File: config.mk
export PLATFORM = sky130hd
export DESIGN_NAME = msk_aes128_round_ctrl
export DESIGN_NICKNAME = d
export VERILOG_FILES = /design/src/rtl/msk_aes128_round_ctrl.sv
export SDC_FILE = /design/constraint.sdc
export NUM_CORES = 1
export LEC_CHECK = 0
export ABC_AREA = 1
export CORE_MARGIN = 10
export CORE_UTILIZATION = 40
export DETAILED_ROUTE_END_ITERATION = 10
export GPL_TIMING_DRIVEN = 0
export PLACE_DENSITY = 0.75
export SKIP_CTS_REPAIR_TIMING = 1
export SYNTH_ARGS = -nofsm -noshare
export SYNTH_HDL_FRONTEND = slang
export SYNTH_SLANG_ARGS = --single-unit
File: constraint.sdc
create_clock -name clk -period 1.6 [get_ports clk]
set_input_delay 0.32 -clock clk [delete_from_list [all_inputs] [get_ports clk]]
set_output_delay 0.32 -clock clk [all_outputs]
set_load 0.01 [all_outputs]
File: src/rtl/msk_aes128_round_ctrl.sv
// rtl/msk_aes128_round_ctrl.sv - sequencer for the masked AES-128 round datapath with cleaning
module msk_aes128_round_ctrl #(
    parameter int LATENCY = 6
) (
    input  logic       clk,
    input  logic       rst,
    input  logic       in_valid,
    output logic       in_ready,
    output logic       out_valid,
    input  logic       out_ready,
    output logic       state_en,
    output logic [1:0] state_sel,
    output logic       key_en,
    output logic       key_sel,
    output logic [7:0] rcon,
    output logic       cleaning_on,
    output logic       rnd_en,
    output logic       busy
);

    typedef enum logic [1:0] {
        S_CLEAN,
        S_IDLE,
        S_ROUND,
        S_FINAL
    } state_t;

    localparam logic [3:0] LAT_LAST = 4'(LATENCY - 1);

    state_t     state;
    logic [3:0] lat_cnt;
    logic [3:0] round_cnt;
    logic       lat_last;

    assign lat_last = (lat_cnt == LAT_LAST);

    function automatic logic [7:0] xtime(input logic [7:0] b);
        return {b[6:0], 1'b0} ^ (b[7] ? 8'h1b : 8'h00);
    endfunction

    // Status outputs are registered alongside the state they describe.
    always_ff @(posedge clk) begin
        if (rst) begin
            state       <= S_CLEAN;
            lat_cnt     <= '0;
            round_cnt   <= '0;
            rcon        <= 8'h01;
            in_ready    <= 1'b0;
            out_valid   <= 1'b0;
            cleaning_on <= 1'b1;
            rnd_en      <= 1'b1;
            busy        <= 1'b1;
        end else begin
            case (state)
                S_CLEAN: begin
                    if (lat_last) begin
                        state       <= S_IDLE;
                        lat_cnt     <= '0;
                        in_ready    <= 1'b1;
                        cleaning_on <= 1'b0;
                        rnd_en      <= 1'b0;
                        busy        <= 1'b0;
                    end else begin
                        lat_cnt <= lat_cnt + 4'd1;
                    end
                end
                S_IDLE: begin
                    if (in_valid) begin
                        state     <= S_ROUND;
                        lat_cnt   <= '0;
                        round_cnt <= '0;
                        rcon      <= 8'h01;
                        in_ready  <= 1'b0;
                        rnd_en    <= 1'b1;
                        busy      <= 1'b1;
                    end
                end
                S_ROUND: begin
                    if (lat_last) begin
                        lat_cnt   <= '0;
                        round_cnt <= round_cnt + 4'd1;
                        rcon      <= xtime(rcon);
                        if (round_cnt == 4'd9) begin
                            state     <= S_FINAL;
                            out_valid <= 1'b1;
                            rnd_en    <= 1'b0;
                        end
                    end else begin
                        lat_cnt <= lat_cnt + 4'd1;
                    end
                end
                S_FINAL: begin
                    if (out_ready) begin
                        state       <= S_CLEAN;
                        lat_cnt     <= '0;
                        rcon        <= 8'h01;
                        out_valid   <= 1'b0;
                        cleaning_on <= 1'b1;
                        rnd_en      <= 1'b1;
                    end
                end
                default: state <= S_CLEAN;
            endcase
        end
    end

    // Load on the accepting cycle; capture only on the last cycle of each pass.
    always_comb begin
        state_en  = 1'b0;
        key_en    = 1'b0;
        state_sel = 2'd0;
        key_sel   = 1'b0;
        case (state)
            S_IDLE: begin
                if (in_valid) begin
                    state_en = 1'b1;
                    key_en   = 1'b1;
                end
            end
            S_ROUND: begin
                if (lat_last) begin
                    state_en  = 1'b1;
                    key_en    = 1'b1;
                    key_sel   = 1'b1;
                    state_sel = (round_cnt == 4'd9) ? 2'd2 : 2'd1;
                end
            end
            default: ;
        endcase
    end

endmodule

==> results.sh <==
export IMPL_clk_pin_slew_ns=0.14
export IMPL_cts_sinks=23
export IMPL_initial_core_util=0.4165
export IMPL_fin_nets=218
export IMPL_timing_fmax_ghz=0.5373
export IMPL_grt_overflow_total=0
export IMPL_root_buffer="clkbuf_4"
export IMPL_drt_iter0_drc=78
export IMPL_seq_area_sq_um=484.2
export IMPL_wire_per_inst_um=13.18
export IMPL_mappedNetlistArea_sq_um=1261
export IMPL_r2r_setup_slack_ns=0.02
export IMPL_setup_viol=5
export IMPL_clkLatencyLatePin_ns=0.32
export IMPL_rr_worst_depth=8
export IMPL_yosysTopAreaCell="dfxtp_1"
export IMPL_reg2reg_from="state[0]"
export IMPL_avgSynthCellArea_sq_um=7.690
export IMPL_cp_start_kind="flip-flop"
export IMPL_final_hold_violation_count=0
export IMPL_period_share=1.163
export IMPL_grt_pass1_wl_um=4968
export IMPL_crit_arrival_ns=1.54
export IMPL_synthTopCellsByArea="dfxtp_1 37%, a21oi_1 8.7%, ha_1 6.9%"
export IMPL_cp_slowest_cell="dfxtp_4"
export IMPL_vias_per_cell=4.948
export IMPL_die_w_um=76.15
export IMPL_crit_chain="inv_4 -> buf_4 -> ha_1 -> inv_2 -> a21oi_2 -> buf_4 -> buf_6"
export IMPL_routed_wl_um=3294
export IMPL_ant_nets=0
export IMPL_cp_max_fo=3
export IMPL_cp_startpoint="state[0]"
export IMPL_grt_max_degree=14
export IMPL_synth_top_area_frac=0.3651
export IMPL_drv_cap=0
export IMPL_period_needed_ns=1.861
export IMPL_syn_to_final_growth_pct=48.02
export IMPL_antenna_cells=0
export IMPL_cp_required_ns=1.28
export IMPL_min_from="in_ready"
export IMPL_yosysUniqueCellTypes=29
export IMPL_cts_tree="done"
export IMPL_slew_viol_final=0
export IMPL_fin_util=0.6165
export IMPL_slew_headroom=0.6624
export IMPL_rsz0062_at_grt="true"
export IMPL_critical_path_class="reg -> out"
export IMPL_drc=0
export IMPL_fillers=276
export IMPL_violations="setup timing"
export IMPL_synthesis_nets=175
export IMPL_first_pass_iters=4
export IMPL_synthCells=164
export IMPL_status="finished with violations"
export IMPL_port_buffers=21
export IMPL_die_area_sq_um=5799
export IMPL_end_kind="output port"
export IMPL_p_per_area_nw_per_um2=1989
export IMPL_multi_input_area_sq_um=853.3
export IMPL_irDropWorstVdd_mv=0.9922
export IMPL_rows=20
export IMPL_ys_warnings_count=0
export IMPL_synth_seq_cells=23
export IMPL_finalWorstSetupSlack_ns=-0.2611
export IMPL_drive_gt1_frac=0.3738
export IMPL_htreeDepth=1
export IMPL_clockBufferDepth=2
export IMPL_leakagePower_nw=0.8557
export IMPL_cts_buffers=3
export IMPL_hold_depth=2
export IMPL_vias=1237
export IMPL_grtUsageTotal=0.1004
export IMPL_dpl_hpwl_um=2156
export IMPL_hold_class="reg -> reg"
export IMPL_fin_skew_ns=0.005767
export IMPL_antenna_found_initial=0
export IMPL_core_area_sq_um=3028
export IMPL_max_stage_delay_ns=0.40
export IMPL_pin_count=22
export IMPL_die_h_um=76.15
export IMPL_yosysSeqAreaShare=0.3651
export IMPL_worst_pin_slew_ns=0.5063
export IMPL_grt_pass1_vias=1037
export IMPL_gp_congestion=0.7989
export IMPL_power_mw=3.713
export IMPL_path_common_cell="buf_4"
==> path summary, 6_finish.rpt <==
| path | to |
|---|---|
| setup / recovery | state_en |
| setup reg to reg | rcon[2] |
| hold reg to reg | in_ready |
| hold / removal | in_ready |
==> cell type report <==
type | count | share of cell area
plain buffers | 6 | 0.02413
multi-input cells | 121 | 0.4571
repair buffers | 37 | 0.1796
inverters | 15 | 0.03552
flip-flops and latches | 23 | 0.2594
clock inverters | 1 | 0.002681
clock buffers | 3 | 0.01206
well taps | 44 | 0.02949
==> placed cells by master, fill, tap and decap left out, types with 4 or more instances in the layout <==
master and n:
o21ai_0 4, dlymetal6s2s_1 6, ha_4 4, a21oi_2 5, nand3_1 8, dfxtp_2 7, inv_1 8, dfxtp_4 4
clkdlybuf4s50_1 11, buf_4 16, nand2_4 7, a21oi_1 18, nor2_4 5, nand2_1 19, dfxtp_1 12, nor2_1 16
inv_2 5, nor3_1 4
==> sequential cells by signal (all words and copies together) (netlist names) <==
name and count:
round_cnt 4, rcon 8, lat_cnt 4, state 2, cleaning_on 1, out_valid 1, in_ready 1, busy 1
rnd_en 1
==> power breakdown <==
part | internal [mW] | switching [mW]
sequential | 0.808 | 0.180
combinational | 1.14 | 1.30
clock | 0.0937 | 0.198
total | 2.04 | 1.67
==> stage by stage <==
step	cells	hold slack (ns)	setup WS, ns	area (sq um)	setup TNS [ns]
floorplan	164	0.4640	0.01194	1291	0
global placement	229	0.4380	-0.4751	1556	-3.367
detailed placement	229	0.4427	-0.4869	1556	-3.756
CTS	233	0.4613	-0.8697	1584	-5.202
global route	250	0.5178	-0.3210	1867	-1.490
finish	250	0.4610	-0.2611	1867	-0.8161
==> synthesized netlist by cell type, drive strengths merged <==
cell	count
a21oi	25
buf	3
clkbuf	3
dfxtp	23
ha	7
inv	15
nand2	28
nand3	9
nand3b	1
nand4	2
nor2	22
nor3	5
nor3b	1
o211ai	3
o21a	2
o21ai	8
o21bai	1
or2	2
xnor2	2
xor2	2
==> critical path, delay by kind of cell (launching register included) <==
family | cells | cell delay [ns]
AOI/OAI and AO/OA | 1 | 0.04
buffers and inverters | 5 | 0.49
adders and majority gates | 1 | 0.30
DFF | 1 | 0.40
==> kinds of logic after synthesis <==
group	share of synthesized area
AO/OA/AOI/OAI	0.1815
XOR/XNOR	0.02778
adder cells (fa/ha/maj)	0.06944
buffers and inverters	0.07440
flip-flops	0.3651
AND/OR/NAND/NOR	0.2817
==> metal layers <==
metal,wire length [um],GRT usage,vias to the layer above
met5,0,0,-
met4,55,0.04461,0
met3,182,0.03184,4
met2,1505,0.1488,29
li1,-,-,631
met1,1549,0.1290,573
(Power assumes the default switching activity.)
